`config.mk`:
```
export PLATFORM = sky130hd
export DESIGN_NAME = mem_access_unit
export DESIGN_NICKNAME = d
export VERILOG_FILES = /design/src/rtl/mem_access_unit.sv
export SDC_FILE = /design/constraint.sdc
export NUM_CORES = 1
export LEC_CHECK = 0
export BUFFER_PORTS_ARGS = -buffer_cell sky130_fd_sc_hd__buf_2
export CORE_UTILIZATION = 46
export DETAILED_ROUTE_END_ITERATION = 7
export GPL_ROUTABILITY_DRIVEN = 0
export PLACE_DENSITY = 0.88
export SYNTH_ARGS = -nofsm -noshare
export SYNTH_HDL_FRONTEND = slang
export SYNTH_SLANG_ARGS = --single-unit
```
`constraint.sdc`:
```
create_clock -name clk -period 4.74 [get_ports clk]
set_input_delay 0.711 -clock clk [delete_from_list [all_inputs] [get_ports clk]]
set_output_delay 0.711 -clock clk [all_outputs]
set_load 0.01 [all_outputs]
```
`src/rtl/mem_access_unit.sv`:
```
// Memory-side stage of the multi-cycle MIPS core: req/ack memory access, IR/MDR latches.
// Optional access timeout with sticky bus_err when ACCESS_TIMEOUT_EN is defined.
module mem_access_unit #(
  parameter int ADDR_W      = 32,
  parameter int DATA_W      = 32,
  parameter int TIMEOUT_CYC = 255
) (
  input  logic              clk,
  input  logic              rst,
  input  logic              mem_read,
  input  logic              mem_write,
  input  logic              ir_write,
  input  logic              iord,
  input  logic [ADDR_W-1:0] pc,
  input  logic [ADDR_W-1:0] alu_out,
  input  logic [DATA_W-1:0] wdata,
  output logic              stall,
  output logic [DATA_W-1:0] ir,
  output logic [DATA_W-1:0] mdr,
  output logic [5:0]        op,
  output logic              m_req,
  output logic              m_we,
  output logic [ADDR_W-1:0] m_addr,
  output logic [DATA_W-1:0] m_wdata,
  input  logic [DATA_W-1:0] m_rdata,
  input  logic              m_ack,
  output logic              bus_err
);

  typedef enum logic [1:0] {
    IDLE = 2'd0,
    BUSY = 2'd1,
    DONE = 2'd2
  } state_e;

  state_e              state_q, state_d;
  logic                req_q, req_d;
  logic                we_q, we_d;
  logic [ADDR_W-1:0]   addr_q, addr_d;
  logic [DATA_W-1:0]   wdata_q, wdata_d;
  logic [DATA_W-1:0]   ir_q, ir_d;
  logic [DATA_W-1:0]   mdr_q, mdr_d;
  logic                rd_q, rd_d;
  logic                to_ir_q, to_ir_d;
  logic                access;
  logic [ADDR_W-3:0]   word_sel;
  logic                unused_addr_lsb;

  assign access          = mem_read | mem_write;
  assign word_sel        = iord ? alu_out[ADDR_W-1:2]
                                : pc[ADDR_W-1:2];
  assign unused_addr_lsb = ^{pc[1:0], alu_out[1:0]};

`ifdef ACCESS_TIMEOUT_EN
  localparam logic [7:0] TO_LAST = 8'(TIMEOUT_CYC - 1);

  logic [7:0] cnt_q, cnt_d;
  logic       berr_q, berr_d;
`endif

  always_comb begin
    state_d = state_q;
    req_d   = req_q;
    we_d    = we_q;
    addr_d  = addr_q;
    wdata_d = wdata_q;
    ir_d    = ir_q;
    mdr_d   = mdr_q;
    rd_d    = rd_q;
    to_ir_d = to_ir_q;
`ifdef ACCESS_TIMEOUT_EN
    cnt_d   = cnt_q;
    berr_d  = berr_q;
`endif
    unique case (state_q)
      IDLE: begin
        if (access) begin
          state_d = BUSY;
          req_d   = 1'b1;
          we_d    = mem_write;
          addr_d  = {word_sel, 2'b00};
          wdata_d = wdata;
          rd_d    = ~mem_write;
          to_ir_d = ir_write;
`ifdef ACCESS_TIMEOUT_EN
          cnt_d   = 8'd0;
`endif
        end
      end
      BUSY: begin
        if (m_ack) begin
          state_d = DONE;
          req_d   = 1'b0;
          we_d    = 1'b0;
          if (rd_q) begin
            if (to_ir_q) ir_d  = m_rdata;
            else         mdr_d = m_rdata;
          end
        end
`ifdef ACCESS_TIMEOUT_EN
        else if (cnt_q == TO_LAST) begin
          // Abort: nothing captured, controller released via DONE
          state_d = DONE;
          req_d   = 1'b0;
          we_d    = 1'b0;
          berr_d  = 1'b1;
        end else begin
          cnt_d = cnt_q + 8'd1;
        end
`endif
      end
      DONE: state_d = IDLE;
      default: state_d = IDLE;
    endcase
  end

  always_ff @(posedge clk or posedge rst) begin
    if (rst) begin
      state_q <= IDLE;
      req_q   <= 1'b0;
      we_q    <= 1'b0;
      addr_q  <= '0;
      wdata_q <= '0;
      ir_q    <= '0;
      mdr_q   <= '0;
      rd_q    <= 1'b0;
      to_ir_q <= 1'b0;
    end else begin
      state_q <= state_d;
      req_q   <= req_d;
      we_q    <= we_d;
      addr_q  <= addr_d;
      wdata_q <= wdata_d;
      ir_q    <= ir_d;
      mdr_q   <= mdr_d;
      rd_q    <= rd_d;
      to_ir_q <= to_ir_d;
    end
  end

`ifdef ACCESS_TIMEOUT_EN
  always_ff @(posedge clk or posedge rst) begin
    if (rst) begin
      cnt_q  <= 8'd0;
      berr_q <= 1'b0;
    end else begin
      cnt_q  <= cnt_d;
      berr_q <= berr_d;
    end
  end

  assign bus_err = berr_q;
`else
  assign bus_err = 1'b0;
`endif

  // Controller advances on the DONE-cycle edge
  assign stall   = access & (state_q != DONE);
  assign ir      = ir_q;
  assign mdr     = mdr_q;
  assign op      = ir_q[DATA_W-1:DATA_W-6];
  assign m_req   = req_q;
  assign m_we    = we_q;
  assign m_addr  = addr_q;
  assign m_wdata = wdata_q;

endmodule

```
* After elaboration in Yosys (flattened, before gate mapping) *
Index checks and enable logic that the tools add are counted.

word-level totals
  register bits = 132
  input port bits = 135
  output and inout bits = 138
  logic and storage cells = 33

operators by class
  equality and inequality tests = 4
  multiplexer cells = 9
  bitwise operators = 4
  reduce and logical (&&, ||, !) cells = 7

operator list
  kind                  number
  $mux W30              1
  $reduce_and A4 Y1     2
  $ne A2 B2 Y1 const B  3
  $mux W2               2
  $pmux W1 S2           2
  $pmux W2 S2           1
  $reduce_and A2 Y1     2
  $mux W1               3
  $reduce_and A3 Y1     1
  $eq A2 B1 Y1 const B  1
  $logic_not A2 Y1      1
  $not A1 Y1            2
  $reduce_bool A2 Y1    1
  $and A1 B1 Y1         1
  $or A1 B1 Y1          1

* Longest topological paths before layout *
Gate-level depths: netlist of the first run.

  depth after elaboration = 3
  depth in mapped cells = 5
  mapped depth without buffers = 3

* Worst setup path after synthesis of the first run *
No wires, ideal clock.

  kind = in2reg
  start point = in mem_write
  end point = reg wdata_q[0], in the netlist m_wdata[0]
  library setup time = 0.125 ns
  arrival = 1.800 ns
  required time = 4.615 ns
  setup slack = 2.815 ns
  stages = 4
  buffers on the path = 1
  cells stage by stage = nor2_1 nor3_2 buf_4 mux2_2

between the ends
  longest elaborated chain between the ends = 2

RTL lines
  what                         line  RTL
  start, declared              11    input logic mem_write,
  $or A1 B1 Y1                 49    assign access = mem_read | mem_write;
  $reduce_and A2 Y1 (no line)  -
  end signal, assigned         133   wdata_q <= wdata_d;
  end, declared                40    logic [DATA_W-1:0] wdata_q, wdata_d;

Every way passes these cells.
A chain may end at the register's enable or synchronous reset.

* Worst setup path in the final report of the first run *
  start point = reg state_q[1]
  end point = reg wdata_q[6], in the netlist m_wdata[6]

between the ends
  longest elaborated chain between the ends = 2

RTL lines
  what                         line  RTL
  start, declared              36    state_e state_q, state_d;
  start signal, assigned       129   state_q <= state_d;
  $logic_not A2 Y1             75    unique case (state_q)
  $reduce_and A2 Y1 (no line)  -

Every way passes these cells.

==> impl_metrics.toml, run 1 <==
[pwr]
power-per-cell-area_nw_per_um2 = 695
finalPower_mw = 5.07
cellLeakagePower_nw = 3.63
vdd_drop_max_v = 0.000400

[clock_network]
cts_hold_buf = 0
cts_buffers = 17
path_clk_slew_ns = 0.05
cts_resized = 0
clkSinkCount = 132
cts_setup_buffers = 0
h-tree-depth = 4
cts_tree = "done"
clock_latency_ns = 0.40
clk_path_buf_depth = 2
clock-root-buffer = "clkbuf_16"

[yosys]
synth_cells = 335
synth.cell_area_um2 = 5430
synth.distinct_cells = 20
avgSynthCellArea_um2 = 16.2
yosys-top-cells-area = "dfrtp_1 (61%), mux2_2 (31%), mux2_4 (2.5%)"
yosysWarnings = 0
ys_ff_latch = 132
synth_top_area_share = 0.609
synth-seq-area-share = 0.609
synth_top_cell_by_area = "dfrtp_1"

[setup_path]
end_kind = "flip-flop"
rrSetupSlack_ns = 2.42
criticalPathCategory = "reg -> reg"
worstPathRequired_ns = 5.03
reg2reg_to = "m_wdata[6]"
r2r_start = "state_q[1]"
rr_worst_depth = 3
start_kind = "flip-flop"
cp.arrival_ns = 2.60
path_max_fanout = 48

[sta]
drv_slew = 0
skew_ns = 0.0108
slew_headroom = 0.483
rsz0062_at_grt = "no"
setup_tns_ns = 0
min_period_ns = 2.32
hold_viol = 0
worst_slew_pin_slew_ns = 0.773
finalSetupViolations = 0
layout_worst_path_cycle_share = 0.489
fmax_ghz = 0.431

[global_routing]
antenna_found_initial = 0
grt_pass1_wl_mm = 20.2
grt_pass1_vias = 4097
grt-ovfl-total = 0
grt_max_degree = 64
grt_usage = 0.212

[detailed_routing]
firstDrtPassIters = 4
m1WireLength_mm = 4.59
drt-total-wl_mm = 12.3
wl_met3_um = 676
met2WireLength_mm = 6.75
drcViolationCount = 0
vias = 3771
ant_nets = 0
viasPerCell = 5.01
first_iter_violations = 154
top_layer_used = "met4"
wire_per_inst_um = 16.4

[floorplan]
die_h_um = 111
coreArea_um2 = 11500
die_area_um2 = 12200
initial_core_util = 0.473
io_pins = 273
die_w_um = 111
row_count = 39

[cells_and_area]
diodes = 0
multi_input_area_um2 = 1910
drive_above_1_share = 0.745
synthToLayoutAreaGrowth_pct = 34.4
num-nets-final = 736
n_fill_cell = 862
seqCellArea_um2 = 3300
postLayoutCellArea_um2 = 7290
final_util = 0.636

[status]
status = "completed"

[job]
max_cap_viol_count = 0

[hold_path]
hp-class = "in -> async"

[place]
dp_hpwl_mm = 9.19
port_buffers = 265
dpl_cell_area_um2 = 6780
==> how the worst max path moves through the flow <==
stage | from | endpoint | depth (start not counted)
CTS | state_q[1] | m_wdata[3] | 3
finish | state_q[1] | m_wdata[6] | 3
floorplan | rst | ir[0] | 1
global route | state_q[0] | m_wdata[2] | 3
detailed placement | mem_write | m_wdata[3] | 5
global placement | mem_write | m_wdata[4] | 5
==> routing by layer <==
layer | vias up | GRT usage
met5 | - | 0
met4 | 0 | 0.108
met1 | 1877 | 0.223
li1 | 1704 | -
met2 | 160 | 0.382
met3 | 30 | 0.0631
==> where the power goes <==
group,total (mW),switching (mW),internal [mW]
Clock,1.15,0.430,0.715
Combinational,1.93,0.903,1.02
Sequential,2.00,0.298,1.70
Total,5.07,1.63,3.44
==> cells in the mapped netlist <==
cell,n
buf_4,11
dfrtp_1,132
o2bb2ai_1,1
buf_2,3
a22oi_1,1
buf_8,1
clkbuf_1,3
inv_1,5
a21oi_1,3
nor2_1,2
o31ai_1,1
buf_6,7
o21ai_0,3
and3b_2,1
mux2_4,9
and3b_1,1
nand3_1,1
conb_1,1
nor3_2,1
mux2_2,148
==> layout make-up <==
type	count	share of cell area
clock inverter	6	0.00824
inverter	5	0.00292
tap	143	0.0245
timing repair buffer	270	0.187
multi-input combinational	175	0.263
sequential	132	0.453
clock buffer	21	0.0618
==> state kept, by name, summed over array words and instances, names as in the netlist <==
| signal | flops |
|---|---|
| m_req | 1 |
| state_q | 2 |
| m_addr | 30 |
| mdr | 32 |
| rd_q | 1 |
| to_ir_q | 1 |
| ir | 32 |
| m_wdata | 32 |
| m_we | 1 |
==> metrics by stage <==
step | std cells | worst slack [ns] | hold slack [ns]
2_1_floorplan | 337 | 0.503 | 0.488
3_3_place_gp | 725 | 2.11 | 0.483
3_5_place_dp | 725 | 2.02 | 0.488
4_1_cts | 752 | 2.42 | 0.224
5_1_grt | 752 | 2.30 | 0.233
6_report | 752 | 2.42 | 0.238
==> cell families (layout without fill, tap and decap cells) <==
family          Yosys count  count (layout)  share of synthesized area
mux                     157             157                      0.332
flops                   132             132                      0.609
buf+inv                  30             302                     0.0408
compound gates            9               9                    0.00992
simple gates              6               6                    0.00761
other cells               1               3                   0.000691
==> layout by cell type, fill, tap and decap left out, types with 2 or more instances in the layout <==
master,instances
inv_1,4
clkinvlp_4,2
mux2_4,9
dfrtp_1,132
a21oi_1,3
mux2_2,148
clkbuf_1,3
buf_2,265
o21ai_0,3
nor2_1,2
clkinv_2,3
buf_4,5
conb_1,3
clkbuf_16,17
==> critical path: stages (launching register included) <==
cell,delay (ns)
dfrtp_1,0.45
nor3_4,0.67
buf_4,0.62
mux2_2,0.40
No activity file was read; power rests on OpenSTA's default activity.
==> run 2, diff against run 1 <==
--- a/config.mk
+++ b/config.mk
@@ -5,11 +5,12 @@
 export SDC_FILE = /design/constraint.sdc
 export NUM_CORES = 1
 export LEC_CHECK = 0
+export ABC_AREA = 1
 export BUFFER_PORTS_ARGS = -buffer_cell sky130_fd_sc_hd__buf_2
-export CORE_UTILIZATION = 46
+export CORE_UTILIZATION = 42
 export DETAILED_ROUTE_END_ITERATION = 7
 export GPL_ROUTABILITY_DRIVEN = 0
-export PLACE_DENSITY = 0.88
+export PLACE_DENSITY = 0.83
 export SYNTH_ARGS = -nofsm -noshare
 export SYNTH_HDL_FRONTEND = slang
 export SYNTH_SLANG_ARGS = --single-unit
==> constraint.sdc (replaced) <==
create_clock -name clk -period 1.9 [get_ports clk]
set_input_delay 0.285 -clock clk [delete_from_list [all_inputs] [get_ports clk]]
set_output_delay 0.285 -clock clk [all_outputs]
set_load 0.01 [all_outputs]
==> impl_metrics.toml, run 2 <==
[status]
status = "completed"

[yosys]
synth.distinct_cells = 18
synth_top_cell_by_area = "dfrtp_1"
yosysWarnings = 0
ys_async_sr_fraction = 1.00
synth_edf_count = 0
synth.cell_area_um2 = 5750
synth.most_common_cell = "nand2_1"
synth_cells = 711
ys_top_cells_by_count = "nand2_1 (387), dfrtp_1 (132), inv_1 (68), o21bai_1 (32), o21ai_0 (24)"
yosys-top-cells-area = "dfrtp_1 (57%), nand2_1 (25%), inv_1 (4.4%)"
avgSynthCellArea_um2 = 8.08
synthFlopType = "dfrtp_1"
synth-seq-area-share = 0.575
ys_ff_latch = 132
synth_top_area_share = 0.575

[setup_path]
rr_worst_depth = 5
reg2reg_to = "rd_q"
criticalPathCategory = "reg -> out"
crit_path_max_incr_delay_ns = 0.44
crit_chain = "inv_2 -> a21oi_1 -> buf_2"
slowest_stage = "dfrtp_1"
path_depth = 3
rrSetupSlack_ns = 0.55
worstPathRequired_ns = 1.62
start_kind = "flip-flop"
r2r_start = "state_q[0]"
crit_family = "flip-flops"
end_kind = "output pin"
cp.arrival_ns = 1.22
path_max_fanout = 5
crit_buf_inv = 2

[detailed_routing]
drcViolationCount = 0
first_iter_violations = 269
wire_per_inst_um = 12.6
viasPerCell = 4.66
vias = 5379
firstDrtPassIters = 7
drt-total-wl_mm = 14.5
ant_nets = 0

[global_routing]
grt_pass1_wl_mm = 23.9
grt-ovfl-total = 0
grt_max_degree = 68
grt_usage = 0.215
antenna_found_initial = 1
grt_pass1_vias = 5134

[floorplan]
io_pins = 273
initial_core_util = 0.432
coreArea_um2 = 13300
die_w_um = 119
row_count = 42
die_area_um2 = 14200
die_h_um = 119

[clock_network]
path_clk_slew_ns = 0.06
cts_buffers = 17
clk_path_buf_depth = 2
cts_setup_buffers = 0
h-tree-depth = 4
clock_latency_ns = 0.41
clkSinkCount = 132
cts_tree = "done"
clock-root-buffer = "clkbuf_16"

[hold_path]
min_to = "m_wdata[6]"
min_from = "wdata[6]"
hold_depth = 3
hp-class = "in -> reg"

[place]
dp_hpwl_mm = 10.2
dp_cells = 1121
port_buffers = 265
pre_cts_ws_ns = 0.547

[sta]
finalSetupViolations = 0
min_period_ns = 1.50
drv_slew = 0
worst_slack_ns = 0.399
rsz0062_at_grt = "no"
hold_viol = 0
skew_ns = 0.00620
fmax_ghz = 0.666
layout_worst_path_cycle_share = 0.790

[cells_and_area]
drive_above_1_share = 0.318
final_cell_mix = "nand2_1 (386), buf_2 (265), dfrtp_1 (132)"
multi_input_area_um2 = 1940
synthToLayoutAreaGrowth_pct = 34.9
final_common_cell = "nand2_1"
n_fill_cell = 1143
final_cells = 1155
num-nets-final = 1100
seqCellArea_um2 = 3300

[pwr]
cellLeakagePower_nw = 4.61
vdd_drop_max_v = 0.000684
power-per-cell-area_nw_per_um2 = 1670
finalPower_mw = 12.9

[job]
max_cap_viol_count = 0
run 2: cell type report:
| class | instances | area share |
|---|---|---|
| Tap cell | 176 | 0.0284 |
| Clock inverter | 9 | 0.0134 |
| Antenna cell | 1 | 0.000323 |
| Timing Repair Buffer | 277 | 0.188 |
| Clock buffer | 23 | 0.0591 |
| Multi-Input combinational cell | 467 | 0.251 |
| Inverter | 70 | 0.0344 |
| Sequential cell | 132 | 0.426 |
run 2: logic make-up after synthesis:
kind of cell / Yosys count / share of synthesized area
buffers and inverters: 114 / 0.0888
AOI/OAI and AO/OA: 66 / 0.0718
other: 1 / 0.000652
and+or+nand+nor: 398 / 0.264
DFF: 132 / 0.575
run 2: stage by stage:
step                      utilization  TNS, ns  hold slack (ns)  area, um2
after floorplan                     -    -2.93            0.380       5760
after global placement          0.540        0            0.439       7180
after detailed placement        0.540        0            0.439       7180
after CTS                       0.583        0           0.0436       7750
after global routing            0.583        0           0.0569       7750
final                           0.583        0           0.0643       7750
run 2: power breakdown:
group          total [mW]  internal (mW)  switching, mW
logic                4.90           1.96           2.94
clock network        3.12           1.96           1.17
registers            4.92           4.18          0.737
total                12.9           8.10           4.84
run 2: tightest hold or removal path: cells and delay by family:
family | cells | cell delay, ns
and+or+nand+nor | 2 | 0.08
buffers and inverters | 1 | 0.07
run 2: worst max path at each step:
stage                     slack (ns)  endpoint        from
after floorplan                -0.02     ir[0]         rst
after global placement          0.58      rd_q  state_q[0]
after detailed placement        0.55      rd_q  state_q[0]
after CTS                       0.38     stall  state_q[0]
after global routing            0.35     stall  state_q[0]
final                           0.40     stall  state_q[0]
run 2: repair_timing:
item                                   4_1_cts  5_1_grt
resized for setup                            0        0
hold buffers                                 1        0
endpoints found under the hold margin       11        0
run 2: per-layer routing:
| metal | global-route usage | up-vias | routed length (um) |
|---|---|---|---|
| met3 | 0.0642 | 26 | 1070 |
| met1 | 0.262 | 2487 | 6150 |
| met5 | 0 | - | 0 |
| li1 | - | 2624 | - |
| met4 | 0.0894 | 0 | 299 |
| met2 | 0.354 | 242 | 6990 |
==> run 3, diff against run 2 <==
--- a/config.mk
+++ b/config.mk
@@ -7,10 +7,10 @@
 export LEC_CHECK = 0
 export ABC_AREA = 1
 export BUFFER_PORTS_ARGS = -buffer_cell sky130_fd_sc_hd__buf_2
-export CORE_UTILIZATION = 42
+export CORE_UTILIZATION = 47
 export DETAILED_ROUTE_END_ITERATION = 7
 export GPL_ROUTABILITY_DRIVEN = 0
-export PLACE_DENSITY = 0.83
+export PLACE_DENSITY = 0.88
 export SYNTH_ARGS = -nofsm -noshare
 export SYNTH_HDL_FRONTEND = slang
 export SYNTH_SLANG_ARGS = --single-unit
==> constraint.sdc (replaced) <==
create_clock -name clk -period 1.5 [get_ports clk]
set_input_delay 0.225 -clock clk [delete_from_list [all_inputs] [get_ports clk]]
set_output_delay 0.225 -clock clk [all_outputs]
set_load 0.01 [all_outputs]
==> impl_metrics.toml, run 3 (synthesis results as in run 2) <==
[hold_path]
min_from = "wdata[11]"
min_to = "m_wdata[11]"
hp-class = "in -> reg"
hold_depth = 3

[floorplan]
die_area_um2 = 12700
initial_core_util = 0.481
die_h_um = 113
io_pins = 273
coreArea_um2 = 12000
die_w_um = 113
row_count = 40

[global_routing]
grt_usage = 0.244
grt_max_degree = 75
antenna_found_initial = 0
grt_pass1_wl_mm = 24.3
grt_pass1_vias = 5262
grt-ovfl-total = 0

[detailed_routing]
viasPerCell = 4.71
ant_nets = 0
first_iter_violations = 403
firstDrtPassIters = 5
drt-total-wl_mm = 14.8
drcViolationCount = 0
vias = 5351
wire_per_inst_um = 13.1

[sta]
finalSetupViolations = 0
fmax_ghz = 0.714
hold_viol = 0
drv_slew = 0
layout_worst_path_cycle_share = 0.934
min_period_ns = 1.40
worst_slack_ns = 0.0993
skew_ns = 0.00662
setup_tns_ns = 0
rsz0062_at_grt = "no"

[clock_network]
clkSinkCount = 132
h-tree-depth = 4
cts_resized = 0
cts_tree = "done"
cts_hold_buf = 16
cts_buffers = 17
clock_latency_ns = 0.41
clk_path_buf_depth = 2
clock-root-buffer = "clkbuf_16"
path_clk_slew_ns = 0.06
cts_setup_buffers = 0

[setup_path]
path_max_fanout = 5
reg2reg_to = "ir[23]"
start_kind = "flip-flop"
worstPathRequired_ns = 1.27
criticalPathCategory = "reg -> out"
crit_family = "flip-flops"
rrSetupSlack_ns = 0.21
slowest_stage = "dfrtp_1"
crit_buf_inv = 2
cp.arrival_ns = 1.18
crit_chain = "inv_2 -> a21oi_1 -> buf_2"
rr_worst_depth = 6
crit_path_max_incr_delay_ns = 0.43
r2r_start = "state_q[0]"
end_kind = "output pin"

[cells_and_area]
diodes = 0
n_fill_cell = 938
num-nets-final = 1115
drive_above_1_share = 0.314
synthToLayoutAreaGrowth_pct = 38.1
final_common_cell = "nand2_1"
final_cell_mix = "nand2_1 (386), buf_2 (265), dfrtp_1 (132)"
final_util = 0.664

[status]
status = "completed"

[pwr]
power-per-cell-area_nw_per_um2 = 2100
finalPower_mw = 16.7
cellLeakagePower_nw = 4.71
vdd_drop_max_v = 0.00104

[place]
dp_hpwl_mm = 9.89
port_buffers = 265
pre_cts_ws_ns = 0.223

[job]
max_cap_viol_count = 0
[run 3: worst max path at each step]
stage / slack (ns) / depth (start not counted) / startpoint / endpoint
after global routing: 0.0009 / 3 / state_q[0] / stall
after CTS: 0.08 / 3 / state_q[0] / stall
final: 0.1 / 3 / state_q[0] / stall
after floorplan: -0.36 / 1 / rst / ir[0]
after global placement: 0.28 / 5 / state_q[0] / to_ir_q
after detailed placement: 0.22 / 6 / state_q[1] / to_ir_q
[run 3: final cells by class]
class                           instances  area, um2  area share
Inverter                               70        267      0.0336
Sequential cell                       132       3300       0.416
Clock buffer                           25        515      0.0649
Multi-Input combinational cell        467       1940       0.245
Clock inverter                          4       70.1     0.00882
Timing Repair Buffer                  292       1660       0.209
Tap cell                              147        184      0.0232
[run 3: per-layer routing]
layer / vias up / part of all wire / track usage
met5: - / 0 / 0
met4: 0 / 0.027 / 0.109
met3: 33 / 0.074 / 0.0805
met2: 226 / 0.49 / 0.412
met1: 2446 / 0.40 / 0.283
li1: 2646 / - / -
[run 3: report_power, final]
part           internal (mW)  total, mW  switching [mW]
Sequential              5.30       6.23           0.936
Combinational           2.57       6.34            3.77
Clock                   2.68       4.08            1.40
[run 3: through the flow]
step                cells  instance area (um2)  hold slack (ns)
finish               1137                 7940           0.0182
global route         1137                 7940          0.00342
CTS                  1137                 7940         0.000628
detailed placement   1092                 7190            0.363
global placement     1092                 7190            0.361
floorplan             713                 5760            0.320
[run 3: worst register-to-register path, delay by kind of cell (launching register included)]
kind / cells / cell delay, ns
and+or+nand+nor: 4 / 0.35
buffers and inverters: 2 / 0.45
DFF: 1 / 0.43
